<file path="src/rtl/jk_cmd_sequencer_if.sv">
// Command handshake between a JK stimulus source and jk_cmd_sequencer.
// One command carries the J/K code plus the hold count for how long to replay it.
interface jk_cmd_sequencer_if #(
    parameter int HOLD_W = 4
);
    logic              cmd_valid;
    logic              cmd_ready;
    logic              cmd_j;
    logic              cmd_k;
    logic [HOLD_W-1:0] cmd_hold;

    modport master (
        output cmd_valid,
        output cmd_j,
        output cmd_k,
        output cmd_hold,
        input  cmd_ready
    );

    modport slave (
        input  cmd_valid,
        input  cmd_j,
        input  cmd_k,
        input  cmd_hold,
        output cmd_ready
    );
endinterface

</file>
<file path="src/rtl/jk_cmd_sequencer.sv">
// Queues JK commands and replays each on j/k for cmd_hold+1 cycles, then returns to the hold code.
// state | meaning
// IDLE  | no command driven, j=k=0, waiting for the FIFO to become non-empty
// DRIVE | replaying the loaded command; next one is chained in with no gap
module jk_cmd_sequencer #(
    parameter int DEPTH  = 4,
    parameter int HOLD_W = 4
) (
    input  logic                       clk,
    input  logic                       rst,
    jk_cmd_sequencer_if.slave          cmd,
    output logic                       j,
    output logic                       k,
    output logic                       busy,
    output logic                       done,
    output logic [$clog2(DEPTH+1)-1:0] level
);
    localparam int LVL_W = $clog2(DEPTH + 1);
    localparam int PTR_W = $clog2(DEPTH);
    localparam int ENT_W = HOLD_W + 2;
    localparam logic [LVL_W-1:0] FULL_LVL = LVL_W'(DEPTH);

    typedef enum logic {
        IDLE,
        DRIVE
    } state_t;

    logic [ENT_W-1:0]  mem_q [DEPTH];
    logic [PTR_W-1:0]  wr_ptr_q, wr_ptr_d;
    logic [PTR_W-1:0]  rd_ptr_q, rd_ptr_d;
    logic [LVL_W-1:0]  level_q, level_d;
    state_t            state_q, state_d;
    logic [HOLD_W-1:0] cnt_q, cnt_d;
    logic              j_q, j_d, k_q, k_d;
    logic              busy_q, busy_d, done_q, done_d;
    logic              push, pop;
    logic [ENT_W-1:0]  head;

    assign cmd.cmd_ready = (level_q != FULL_LVL);
    assign push          = cmd.cmd_valid && cmd.cmd_ready;
    assign head          = mem_q[rd_ptr_q];

    always_comb begin
        state_d = state_q;
        cnt_d   = cnt_q;
        j_d     = j_q;
        k_d     = k_q;
        busy_d  = busy_q;
        done_d  = 1'b0;
        pop     = 1'b0;
        case (state_q)
            IDLE: begin
                j_d    = 1'b0;
                k_d    = 1'b0;
                busy_d = 1'b0;
                if (level_q != '0) begin
                    pop     = 1'b1;
                    j_d     = head[ENT_W-1];
                    k_d     = head[ENT_W-2];
                    cnt_d   = head[HOLD_W-1:0];
                    busy_d  = 1'b1;
                    state_d = DRIVE;
                end
            end
            DRIVE: begin
                if (cnt_q != '0) begin
                    cnt_d = cnt_q - 1'b1;
                end else if (level_q != '0) begin
                    pop   = 1'b1;
                    j_d   = head[ENT_W-1];
                    k_d   = head[ENT_W-2];
                    cnt_d = head[HOLD_W-1:0];
                end else begin
                    j_d     = 1'b0;
                    k_d     = 1'b0;
                    busy_d  = 1'b0;
                    done_d  = 1'b1;
                    state_d = IDLE;
                end
            end
            default: state_d = IDLE;
        endcase
    end

    always_comb begin
        wr_ptr_d = wr_ptr_q;
        rd_ptr_d = rd_ptr_q;
        level_d  = level_q;
        if (push) wr_ptr_d = wr_ptr_q + 1'b1;
        if (pop)  rd_ptr_d = rd_ptr_q + 1'b1;
        case ({push, pop})
            2'b10:   level_d = level_q + 1'b1;
            2'b01:   level_d = level_q - 1'b1;
            default: level_d = level_q;
        endcase
    end

    // Storage needs no reset: entries are only read behind a valid level.
    always_ff @(posedge clk) begin
        if (push && !rst) begin
            mem_q[wr_ptr_q] <= {cmd.cmd_j, cmd.cmd_k, cmd.cmd_hold};
        end
    end

    always_ff @(posedge clk) begin
        if (rst) begin
            wr_ptr_q <= '0;
            rd_ptr_q <= '0;
            level_q  <= '0;
            state_q  <= IDLE;
            cnt_q    <= '0;
            j_q      <= 1'b0;
            k_q      <= 1'b0;
            busy_q   <= 1'b0;
            done_q   <= 1'b0;
        end else begin
            wr_ptr_q <= wr_ptr_d;
            rd_ptr_q <= rd_ptr_d;
            level_q  <= level_d;
            state_q  <= state_d;
            cnt_q    <= cnt_d;
            j_q      <= j_d;
            k_q      <= k_d;
            busy_q   <= busy_d;
            done_q   <= done_d;
        end
    end

    assign j     = j_q;
    assign k     = k_q;
    assign busy  = busy_q;
    assign done  = done_q;
    assign level = level_q;
endmodule

</file>
<file path="src/flat_wrapper.sv">
// flat-port wrapper written by rule: the top's interface ports become plain ports
module jk_cmd_sequencer_flat 
#(
    parameter int DEPTH  = 4,
    parameter int HOLD_W = 4
)
  (clk, rst, j, k, busy, done, level, cmd_cmd_valid, cmd_cmd_j, cmd_cmd_k, cmd_cmd_hold, cmd_cmd_ready);
  jk_cmd_sequencer_if #(.HOLD_W(HOLD_W)) cmd_i ();
  input  logic clk;
  input  logic rst;
  output logic j;
  output logic k;
  output logic busy;
  output logic done;
  output logic [$clog2(DEPTH+1)-1:0] level;
  input wire logic [$bits(cmd_i.cmd_valid)-1:0] cmd_cmd_valid;
  input wire logic [$bits(cmd_i.cmd_j)-1:0] cmd_cmd_j;
  input wire logic [$bits(cmd_i.cmd_k)-1:0] cmd_cmd_k;
  input wire logic [$bits(cmd_i.cmd_hold)-1:0] cmd_cmd_hold;
  output wire logic [$bits(cmd_i.cmd_ready)-1:0] cmd_cmd_ready;
  assign cmd_i.cmd_valid = cmd_cmd_valid;
  assign cmd_i.cmd_j = cmd_cmd_j;
  assign cmd_i.cmd_k = cmd_cmd_k;
  assign cmd_i.cmd_hold = cmd_cmd_hold;
  assign cmd_cmd_ready = cmd_i.cmd_ready;
  jk_cmd_sequencer #(.DEPTH(DEPTH), .HOLD_W(HOLD_W)) u_core (.clk(clk), .rst(rst), .cmd(cmd_i), .j(j), .k(k), .busy(busy), .done(done), .level(level));
endmodule
</file>
<file path="config.mk">
export PLATFORM = sky130hd
export DESIGN_NAME = jk_cmd_sequencer_flat
export DESIGN_NICKNAME = d
export VERILOG_FILES = /design/src/rtl/jk_cmd_sequencer_if.sv /design/src/rtl/jk_cmd_sequencer.sv /design/src/flat_wrapper.sv
export SDC_FILE = /design/constraint.sdc
export NUM_CORES = 1
export LEC_CHECK = 0
export BUFFER_PORTS_ARGS = -buffer_cell sky130_fd_sc_hd__buf_2
export CORE_MARGIN = 2
export CORE_UTILIZATION = 60
export CTS_BUF_LIST = sky130_fd_sc_hd__clkbuf_8
export DETAILED_ROUTE_END_ITERATION = 8
export PLACE_DENSITY = 0.92
export SYNTH_ARGS = -nofsm -noshare
export SYNTH_HDL_FRONTEND = slang
export SYNTH_SLANG_ARGS = --single-unit
</file>
<file path="constraint.sdc">
create_clock -name clk -period 3.4 [get_ports clk]
set_input_delay 0.51 -clock clk [delete_from_list [all_inputs] [get_ports clk]]
set_output_delay 0.51 -clock clk [all_outputs]
set_load 0.02 [all_outputs]
</file>
=== After elaboration in Yosys (flattened, before gate mapping) ===
Memory sizes are Yosys's and may differ from the RTL's. A register that Yosys moved wholly into a read port is not among the register bits.
Index checks and enable logic that the tools add are counted.

* Input bits: 9
* Output and inout bits: 8
* Register bits: 16
* Memories: 1
* ROM bits: 0
* Latch bits: 0
* Memory bits (writable): 24

* Order comparisons: 0
* Multiply operators: 0
* Shift operators: 0
* Bitwise logic cells: 1
* Eq/ne operators: 5
* Muxes and demuxes: 23
* $add $sub $neg: 5
* Divide/modulo/power cells: 0
* Reduce and logical (&&, ||, !) cells: 8

{| class="wikitable"
|+ Memories
! name !! words !! width !! read ports !! clocked after memory_dff !! write ports !! line !! text
|-
| u_core.mem_q || 4 || 6 || 1 || 1 || 1 || jk_cmd_sequencer.sv:28 || <nowiki>logic [ENT_W-1:0] mem_q [DEPTH];</nowiki>
|}

{| class="wikitable"
|+ Operator list
! kind !! number
|-
| two-way mux 1 bit || 12
|-
| one-hot mux 1 bit (2 select lines) || 5
|-
| two-way mux 4 bit || 2
|-
| one-hot mux 4 bit (2 select lines) || 1
|-
| one-hot mux 3 bit (2 select lines) || 1
|-
| adder 2 x 1 -> 2 bit (second input constant) || 2
|-
| two-way mux 2 bit || 2
|-
| inequality test 2 bit (second input constant) || 2
|-
| nonzero test 4 bit || 1
|-
| subtractor 4 x 1 -> 4 bit (second input constant) || 1
|-
| adder 3 x 1 -> 3 bit (second input constant) || 1
|-
| inequality test 3 bit (second input constant) || 1
|-
| nonzero test 3 bit || 1
|-
| OR reduction 3 bit || 1
|-
| subtractor 3 x 1 -> 3 bit (second input constant) || 1
|-
| equality test 2 x 1 -> 1 bit (second input constant) || 1
|-
| equality test 2 bit (second input constant) || 1
|-
| logical AND 1 bit || 2
|-
| AND reduction 2 bit || 1
|-
| nonzero test 2 bit || 1
|-
| zero test 1 bit || 1
|-
| NOT 1 bit || 1
|}

=== Depth between registers and ports, before layout ===
Gate-level depths: netlist (run 1).

* Depth after elaboration: 6
* Depth in mapped cells: 10
* Mapped depth without buffers: 10

=== Worst setup path after synthesis (run 1) ===
OpenSTA, ideal clock, no wires.

* Path type: flip-flop to flip-flop
* Start: register u_core.level_q[2] (netlist: u_core.level[2])
* End: register u_core.level_q[2] (netlist: u_core.level[2])
* Data arrival time: 2315 ps
* Stages on the path, launching flop included: 9
* Path slack: 1014 ps
* Buffers on the path: 0
* Cells stage by stage: dfxtp_1 -> or3b_1 -> nand2_1 -> ha_1 -> inv_1 -> fa_1 -> xor2_1 -> or3_1 -> a21oi_1

{| class="wikitable"
|+ RTL lines
! what !! line !! text
|-
| start: declaration || jk_cmd_sequencer.sv:31 || <nowiki>logic [LVL_W-1:0] level_q, level_d;</nowiki>
|-
| start signal: assignment || jk_cmd_sequencer.sv:119 || <nowiki>level_q <= level_d;</nowiki>
|-
| inequality test 3 bit * || jk_cmd_sequencer.sv:39 || <nowiki>assign cmd.cmd_ready = (level_q != FULL_LVL);</nowiki>
|-
| net cmd_cmd_ready || flat_wrapper.sv:20 || <nowiki>output wire logic [$bits(cmd_i.cmd_ready)-1:0] cmd_cmd_ready;</nowiki>
|-
| logical AND 1 bit * || jk_cmd_sequencer.sv:40 || <nowiki>assign push = cmd.cmd_valid && cmd.cmd_ready;</nowiki>
|-
| equality test 2 x 1 -> 1 bit or equality test 2 bit (tied branches) || jk_cmd_sequencer.sv:91 || <nowiki>case ({push, pop})</nowiki>
|-
| one-hot mux 3 bit (2 select lines) or nonzero test 2 bit (tied branches) || -- ||
|}

The timed path passes the listed nets; every way through them passes the cells marked *.
A chain may end at the register's enable or synchronous reset.

=== Final worst setup path (run 1) ===
* Start: register u_core.cnt_q[0]
* End: register u_core.level_q[2] (netlist: u_core.level[2])

* Longest elaborated chain between the ends: 5

{| class="wikitable"
|+ Ends and longest elaborated chain
! what !! line !! text
|-
| start: declaration || jk_cmd_sequencer.sv:33 || <nowiki>logic [HOLD_W-1:0] cnt_q, cnt_d;</nowiki>
|-
| start signal: assignment || jk_cmd_sequencer.sv:121 || <nowiki>cnt_q <= cnt_d;</nowiki>
|-
| nonzero test 4 bit * || jk_cmd_sequencer.sv:66 || <nowiki>if (cnt_q != '0) begin</nowiki>
|-
| two-way mux 1 bit * || jk_cmd_sequencer.sv:66 ||
|-
| one-hot mux 1 bit (2 select lines) * || jk_cmd_sequencer.sv:51 || <nowiki>case (state_q)</nowiki>
|-
| equality test 2 x 1 -> 1 bit or equality test 2 bit (tied branches) || jk_cmd_sequencer.sv:91 ||
|-
| one-hot mux 3 bit (2 select lines) or nonzero test 2 bit (tied branches) || -- ||
|}

Mark *: on every way between the ends. The rest lies on a longest branch, timed or not.

==> impl_results.md, run 1 <==
* Number of buffers added on ports at 16
* CTS Root Cell: clkbuf_8
* Utilization after layout at 0.709
* Critical path type: register to register
* CP arrival at about 2.8 ns
* Adder-Cell Fraction of Synth Area at 0.0624
* Post-Synth Simple-Gate Area at 0.0979
* Library cells used by synthesis at 32
* Post-cts resize count at 0
* Max stage delay on crit path at 0.41 ns
* Total core area at between 0.002 and 0.003 mm^2
* Critical path, cell by cell: inv_1 > ha_1 > or3b_4 > a21oi_4 > ha_1 > inv_1 > fa_1 > xor2_1 > or3_1 > a21oi_1
* ANT cells at 0
* Clk sinks at 42
* Die height at slightly below 60 um
* Pwr Density at between 800 and 900 mW/mm^2
* Skew final at 0.00700 ns
* Most frequent cells in the layout: edfxtp_1 (24), dfxtp_1 (18), buf_2 (16)
* Die Wd at 57.6 um
* Io pins at 17
* Cell row count at 19
* Max cap viols at 0
* HP Class: input port to register
* GRT Total Usage at 0.203
* DRT antenna net count at 0
* Routed WL at just under 3000 um
* Post-detailed-route DRC marker count at 0
* Register Area at 0.00108 mm^2
* Post-route setup TNS at 0 ns
* Via density at 5.78
* Routability cong. at about 0.8
* RSZ-0062 raised after global routing: no
* Pleak at between 0.7 and 0.8 nW
* Via count at around 1000
* Slew @ Worst Pin at between 0.5 and 0.6 ns
* Area of the multi-input gates at slightly below 600 um^2
* Worst path buffer plus inverter count at 2
* Final Max Slew Viols at 0
* Clock buffer depth at 2
* Post-CTS Setup Inserts at 0
* Family with the most delay on the worst path: adder cells
* Syn Inst Count at roughly 130
* 1st-pass router iterations at 4
* Fin. Hold Viols at 0
* Reg clk slew, reported paths at 0.08 ns
* Layout area overhead at 12.4%
* CP max FO at 6
* Period minus WS final at ~2.6 ns
* Final setup fails at 0
* Clk Latency, worst-skew pair at around 0.30 ns
* Seq/Total Area, Yosys at 0.627
* H-tree depth at 2
* Most common cell after layout, fill and taps aside: edfxtp_1
* Startpoint Class: register
* Compound-Gate Fraction of Synth Area at 0.0790
* Syn_area_per_cell at roughly 14 um^2
* TritonCTS Buffers at 5
* CTS tree: built
* Period utilisation layout at 0.768
* Synth Warn # at 0
* Total die area at about 0.0033 mm^2
* Worst VDD drop at just under 0.6 mV
* DR iter-0 viols at between 40 and 50
* Placed cell area at between 0.0015 and 0.002 mm^2
* FMAX at 383 MHz
* Post-route design area at 0.00194 mm^2
* Total global routing overflow at 0
* Largest family of logic cells by synthesized area: simple AND/OR/NAND/NOR gates
* Share of cells above drive strength 1 at 0.226
* Starting Density at 0.631
* Synth Register Bits at 42
* Post-Syn Area at 0.00173 mm^2
* Hpwl dp at around 2200 um
* Post-synthesis mux area share at 0.0783
* Slew margin rel. at 0.600
* Post-synth net total at about 140
* FILL cells at 183
* Largest net degree at the start of global routing at 18
* CP Data Required Time at 3.63 ns
* Xor and xnor fraction of the mapped netlist area at 0.0254
* Capturing element type of the critical path: register
* Initial antenna violation count at 0
* Global-route wire length before repair at a little under 5000 um
* Vias in the first global route at 1036
* Hold_buf cts at 0
* Final nets at 162
* Critical path's slowest cell: or3b_4
* Status: finished, final reports clean
* Routed length per instance at 16.5 um
==> report_power, final <==
group | switching (mW) | internal, mW | total (mW)
Clock | 0.169 | 0.218 | 0.387
Sequential | 0.0771 | 0.620 | 0.697
Combinational | 0.272 | 0.208 | 0.480
Total | 0.518 | 1.05 | 1.56
==> cell type report <==
cell class                 count  share of cell area
clock inverter                 3              0.0232
tap                           31              0.0200
clock buffer                   5              0.0355
multi-input combinational     71               0.305
timing repair buffer          16              0.0413
inverter                       9              0.0174
sequential                    42               0.557
==> registers in the layout, summed over array words and instances (netlist names), named ones only <==
register	count
u_core.busy	1
u_core.cnt_q	4
u_core.done	1
u_core.j	1
u_core.k	1
u_core.level	3
u_core.mem_q	24
u_core.rd_ptr_q	2
u_core.state_q	1
u_core.wr_ptr_q	2
==> stage by stage <==
stage               instances  worst slack, ns  total power [mW]  hold WS (ns)
floorplan                 125             1.01              1.07         0.467
global placement          169            0.976              1.15         0.442
detailed placement        169            0.825              1.19         0.464
CTS                       177            0.786              1.57         0.421
global route              177            0.669              1.65         0.427
finish                    177            0.788              1.56         0.427
==> synth_stat cells <==
| cell | instances | share of area |
|---|---|---|
| a211oi_1 | 2 | 0.0087 |
| a21oi_1 | 6 | 0.017 |
| a21oi_4 | 1 | 0.0094 |
| a221oi_1 | 1 | 0.0051 |
| a22oi_1 | 2 | 0.0087 |
| a31oi_1 | 1 | 0.0036 |
| a32oi_1 | 1 | 0.0051 |
| and2_1 | 4 | 0.015 |
| buf_6 | 1 | 0.0065 |
| clkbuf_1 | 2 | 0.0044 |
| dfxtp_1 | 18 | 0.21 |
| edfxtp_1 | 24 | 0.42 |
| fa_1 | 1 | 0.012 |
| ha_1 | 7 | 0.051 |
| inv_1 | 9 | 0.020 |
| mux4_2 | 6 | 0.078 |
| nand2_1 | 4 | 0.0087 |
| nand3_1 | 1 | 0.0029 |
| nand3b_1 | 1 | 0.0044 |
| nor2_1 | 12 | 0.026 |
| nor3_1 | 4 | 0.012 |
| nor3b_2 | 1 | 0.0073 |
| nor4_1 | 1 | 0.0036 |
| o211ai_1 | 1 | 0.0044 |
| o21a_1 | 1 | 0.0044 |
| o21ai_0 | 3 | 0.0087 |
| o22ai_1 | 1 | 0.0036 |
| or3_1 | 2 | 0.0073 |
| or3b_1 | 1 | 0.0051 |
| or3b_4 | 1 | 0.0065 |
| xnor2_1 | 2 | 0.010 |
| xor2_1 | 3 | 0.015 |
==> layer usage <==
metal	GRT usage	wire length, um	part of all wire	up-vias
met4	0.103	53	0.018	0
met1	0.253	1230	0.42	499
met5	0	0	0	-
met2	0.325	1520	0.52	23
met3	0.0603	115	0.039	6
li1	-	-	-	495
==> final timing paths <==
check / from / endpoint / slack, ns / cells after the start
worst max-delay path: u_core.cnt_q[0] / u_core.level[2] / 0.79 / 10
worst min-delay path: cmd_cmd_hold[3] / u_core.mem_q[2][3] / 0.43 / 1
worst max register to register: u_core.cnt_q[0] / u_core.level[2] / 0.79 / 10
worst min register to register: u_core.busy / u_core.busy / 0.48 / 1
==> worst reg2reg max path, stage by stage, from the launching register on <==
cell     delay (ns)
dfxtp_1        0.34
inv_1          0.09
ha_1           0.15
or3b_4         0.41
a21oi_4        0.25
ha_1           0.23
inv_1          0.07
fa_1           0.38
xor2_1         0.16
or3_1          0.31
a21oi_1        0.15
==> cells by family (layout without fill, tap and decap cells) <==
family / count (synthesis) / count (layout)
adder cells (fa/ha/maj): 8 / 8
flip-flops: 42 / 42
multiplexers: 6 / 6
XOR/XNOR: 5 / 5
AND/OR/NAND/NOR: 32 / 32
buffers and inverters: 12 / 33
AO/OA/AOI/OAI: 20 / 20
No activity file was read; power rests on OpenSTA's default activity.
==> inputs of run 2 (changes only) <==
--- a/config.mk
+++ b/config.mk
@@ -5,12 +5,13 @@
 export SDC_FILE = /design/constraint.sdc
 export NUM_CORES = 1
 export LEC_CHECK = 0
+export ABC_AREA = 1
 export BUFFER_PORTS_ARGS = -buffer_cell sky130_fd_sc_hd__buf_2
 export CORE_MARGIN = 2
-export CORE_UTILIZATION = 60
+export CORE_UTILIZATION = 55
 export CTS_BUF_LIST = sky130_fd_sc_hd__clkbuf_8
 export DETAILED_ROUTE_END_ITERATION = 8
-export PLACE_DENSITY = 0.92
+export PLACE_DENSITY = 0.88
 export SYNTH_ARGS = -nofsm -noshare
 export SYNTH_HDL_FRONTEND = slang
 export SYNTH_SLANG_ARGS = --single-unit
==> constraint.sdc (replaced) <==
create_clock -name clk -period 2.1 [get_ports clk]
set_input_delay 0.315 -clock clk [delete_from_list [all_inputs] [get_ports clk]]
set_output_delay 0.315 -clock clk [all_outputs]
set_load 0.02 [all_outputs]
==> run 2 against run 1 <==
Against the previous run: sequential power up 69%; clock power up 24%; first-iteration DRC count up 57%; highest routed layer unchanged; global-route usage down 2.1 points.
==> impl_results.md, run 2 <==
* Status: finished, final reports clean (unchanged)
* Pleak at 0.930 nW (was 0.704 nW)
* Compound-Gate Fraction of Synth Area at 0.0922 (was 0.0790)
* Post-synthesis mux area share at 0 (was 0.0783)
* Max cap viols at 0 (unchanged)
* Period utilisation layout at 0.927 (was 0.768)
* Max stage delay on crit path at 0.34 ns (was 0.41 ns)
* H-tree depth at 2 (unchanged)
* Syn Inst Count at 196 (was 125)
* Hpwl dp at 2200 um (was 2160 um)
* Synth Register Bits at 42 (unchanged)
* Cell row count at 21 (was 19)
* Via density at 4.93 (was 5.78)
* Critical path, cell by cell: inv_1 > ha_2 > nand3_4 > a21oi_4 > ha_2 > inv_1 > fa_2 > nand2_1 > nand3_1 > o21ai_1 > a21oi_1 (was inv_1 > ha_1 > or3b_4 > a21oi_4 > ha_1 > inv_1 > fa_1 > xor2_1 > or3_1 > a21oi_1)
* Asr flop ratio synth at 0 (unchanged)
* DR iter-0 viols at 69 (was 44)
* Routed length per instance at 11.8 um (was 16.5 um)
* Post-synth top area cell: edfxtp_1 (unchanged)
* Routed WL at 3120 um (was 2920 um)
* Ys flop type: edfxtp_1 (unchanged)
* Number of buffers added on ports at 16 (unchanged)
* TritonCTS Buffers at 5 (unchanged)
* Post-route design area at 0.00213 mm^2 (was 0.00194 mm^2)
* Vias in the first global route at 1160 (was 1036)
* Xor and xnor fraction of the mapped netlist area at 0.00455 (was 0.0254)
* CTS Root Cell: clkbuf_8 (unchanged)
* Largest reg by FF count: u_core.mem_q (unchanged)
* Die height at 63.2 um (was 57.6 um)
* Total core area at 0.00336 mm^2 (was 0.00273 mm^2)
* Final Max Slew Viols at 0 (unchanged)
* Startpoint Class: register (unchanged)
* Fin. Hold Viols at 0 (unchanged)
* Post-route setup TNS at 0 ns (unchanged)
* EDFF count, synth at 24 (unchanged)
* Total die area at 0.00399 mm^2 (was 0.00332 mm^2)
* GRT Total Usage at 0.182 (was 0.203)
* Slew margin rel. at 0.586 (was 0.600)
* Post-synth net total at 213 (was 142)
* Total power at 2.84 mW (was 1.56 mW)
* Via count at 1307 (was 1023)
* Post-synth top cells: nand2_1 (32), inv_1 (30), edfxtp_1 (24) (was edfxtp_1 (24), dfxtp_1 (18), nor2_1 (12))
* Most frequent cells in the layout: nand2_1 (32), inv_1 (30), edfxtp_1 (24) (was edfxtp_1 (24), dfxtp_1 (18), buf_2 (16))
* Capturing element type of the critical path: register (unchanged)
* Adder-Cell Fraction of Synth Area at 0.0558 (was 0.0624)
* 1st-pass router iterations at 4 (unchanged)
* Starting Density at 0.573 (was 0.631)
* ANT cells at 0 (unchanged)
* Placed cell area at 0.00204 mm^2 (was 0.00183 mm^2)
* Worst R2R Setup Slack at 0.15 ns (was 0.79 ns)
* Io pins at 17 (unchanged)
* Reg clk slew, reported paths at 0.08 ns (about the same)
* Final setup fails at 0 (unchanged)
* Post-Syn Area at 0.00193 mm^2 (was 0.00173 mm^2)
* Die Wd at 63.2 um (was 57.6 um)
* Worst path buffer plus inverter count at 2 (unchanged)
* RSZ-0062 raised after global routing: no (unchanged)
* Slew @ Worst Pin at 0.619 ns (was 0.596 ns)
* Family with the most delay on the worst path: adder cells (unchanged)
* Worst setup margin at 0.154 ns (was 0.788 ns)
* Skew final at 0.0129 ns (was 0.00700 ns)
* Largest register FFs at 24 (unchanged)
* Clk Latency, worst-skew pair at 0.30 ns (about the same)
* Critical path type: register to register (unchanged)
* Largest net degree at the start of global routing at 20 (was 18)
* Worst VDD drop at 0.616 mV (was 0.593 mV)
* Pre-CTS setup slack at 0.0318 ns (was 0.825 ns)
* Library cells used by synthesis at 25 (was 32)
* Post-detailed-route DRC marker count at 0 (unchanged)
* Utilization after layout at 0.634 (was 0.709)
* Clk sinks at 42 (unchanged)
* Share of cells above drive strength 1 at 0.219 (was 0.226)
* Most common cell after layout, fill and taps aside: nand2_1 (was edfxtp_1)
* DRT antenna net count at 0 (unchanged)
* Most frequent cell after synthesis: nand2_1 (was edfxtp_1)
* CP Data Required Time at 2.30 ns (was 3.63 ns)
* Routability cong. at 0.826 (was 0.800)
* Critical path's slowest cell: fa_2 (was or3b_4)
* Largest family of logic cells by synthesized area: simple AND/OR/NAND/NOR gates (unchanged)
* HP Class: input port to register (unchanged)
* Total global routing overflow at 0 (unchanged)
* Top cells by area, synth: edfxtp_1 (37%), dfxtp_1 (19%), nand2_1 (6.2%), inv_1 (5.8%), nand3_1 (5.2%) (was edfxtp_1 (42%), dfxtp_1 (21%), mux4_2 (7.8%), ha_1 (5.1%), nor2_1 (2.6%))
* CP arrival at 2.14 ns (was 2.84 ns)
* Global-route wire length before repair at 5490 um (was 4820 um)
* Syn_area_per_cell at 9.83 um^2 (was 13.8 um^2)
* Period minus WS final at 1.95 ns (was 2.61 ns)
* CP max FO at 5 (was 6)
* Layout area overhead at 10.6% (was 12.4%)
* Pwr Density at 1330 mW/mm^2 (was 807 mW/mm^2)
* Final nets at 235 (was 162)
* Synth Warn # at 0 (unchanged)
* FMAX at 514 MHz (was 383 MHz)
* Synth top area share at 0.374 (was 0.418)
* Seq/Total Area, Yosys at 0.561 (was 0.627)
* Initial antenna violation count at 0 (unchanged)
* CTS tree: built (unchanged)
* Post-Synth Simple-Gate Area at 0.192 (was 0.0979)
* Clock buffer depth at 2 (unchanged)
==> run 2: cell count changes in the layout (fill, tap and decap cells not counted), sizes merged, moves of 3 or more <==
cell / previous run / this run
nand2: 4 / 36
o21ai: 3 / 11
nand3: 1 / 22
inv: 9 / 39
mux4: 6 / 0
xor2: 3 / 0
a21oi: 7 / 20
nor3: 4 / 0
and2: 4 / 0
==> run 2: logic make-up (layout without fill, tap and decap cells) <==
group,Yosys count,in the layout
flops,42,42
xor+xnor,1,1
simple gates,73,73
fa+ha+maj,8,8
buf+inv,41,64
compound gates,31,31
==> run 2: final cells by class <==
| type | count | area, um^2 |
|---|---|---|
| fill | 304 | 1230 |
| clock buffer | 5 | 68.8 |
| sequential | 42 | 1080 |
| clock inverter | 3 | 12.5 |
| inverter | 38 | 145 |
| multi-input combinational | 113 | 672 |
| tap | 46 | 57.6 |
| timing repair buffer | 18 | 95.1 |
==> run 2: final timing paths <==
| path | startpoint | endpoint | depth (start not counted) |
|---|---|---|---|
| worst max register to register | u_core.cnt_q[1] | u_core.level[2] | 11 |
| worst min register to register | u_core.k | u_core.k | 2 |
| worst max-delay path | u_core.cnt_q[1] | u_core.level[2] | 11 |
| worst min-delay path | cmd_cmd_hold[0] | u_core.mem_q[2][0] | 1 |
==> run 2: what timing repair did <==
action                                  CTS  global route
hold endpoints to repair                  0             0
endpoints found under the setup margin    0             1
gates resized for setup                   0             5
buffers inserted                          0             1
hold buffers                              0             0
==> run 2: per-stage QoR <==
step | hold slack [ns] | std cells
detailed placement | 0.455 | 256
global route | 0.232 | 265
finish | 0.238 | 265
global placement | 0.452 | 256
CTS | 0.230 | 264
floorplan | 0.384 | 196
==> run 2: power by group <==
part / switching [mW] / internal [mW] / total [mW]
combinational: 0.741 / 0.439 / 1.18
sequential: 0.155 / 1.03 / 1.18
clock: 0.258 / 0.223 / 0.481
total: 1.15 / 1.69 / 2.84
==> run 2: metal layers <==
metal  share of wire  global-route usage  vias up
met5               0                   0        -
met4           0.024              0.0978        0
met3           0.037              0.0482        5
met2            0.46               0.279       26
met1            0.47               0.235      594
li1                -                   -      682
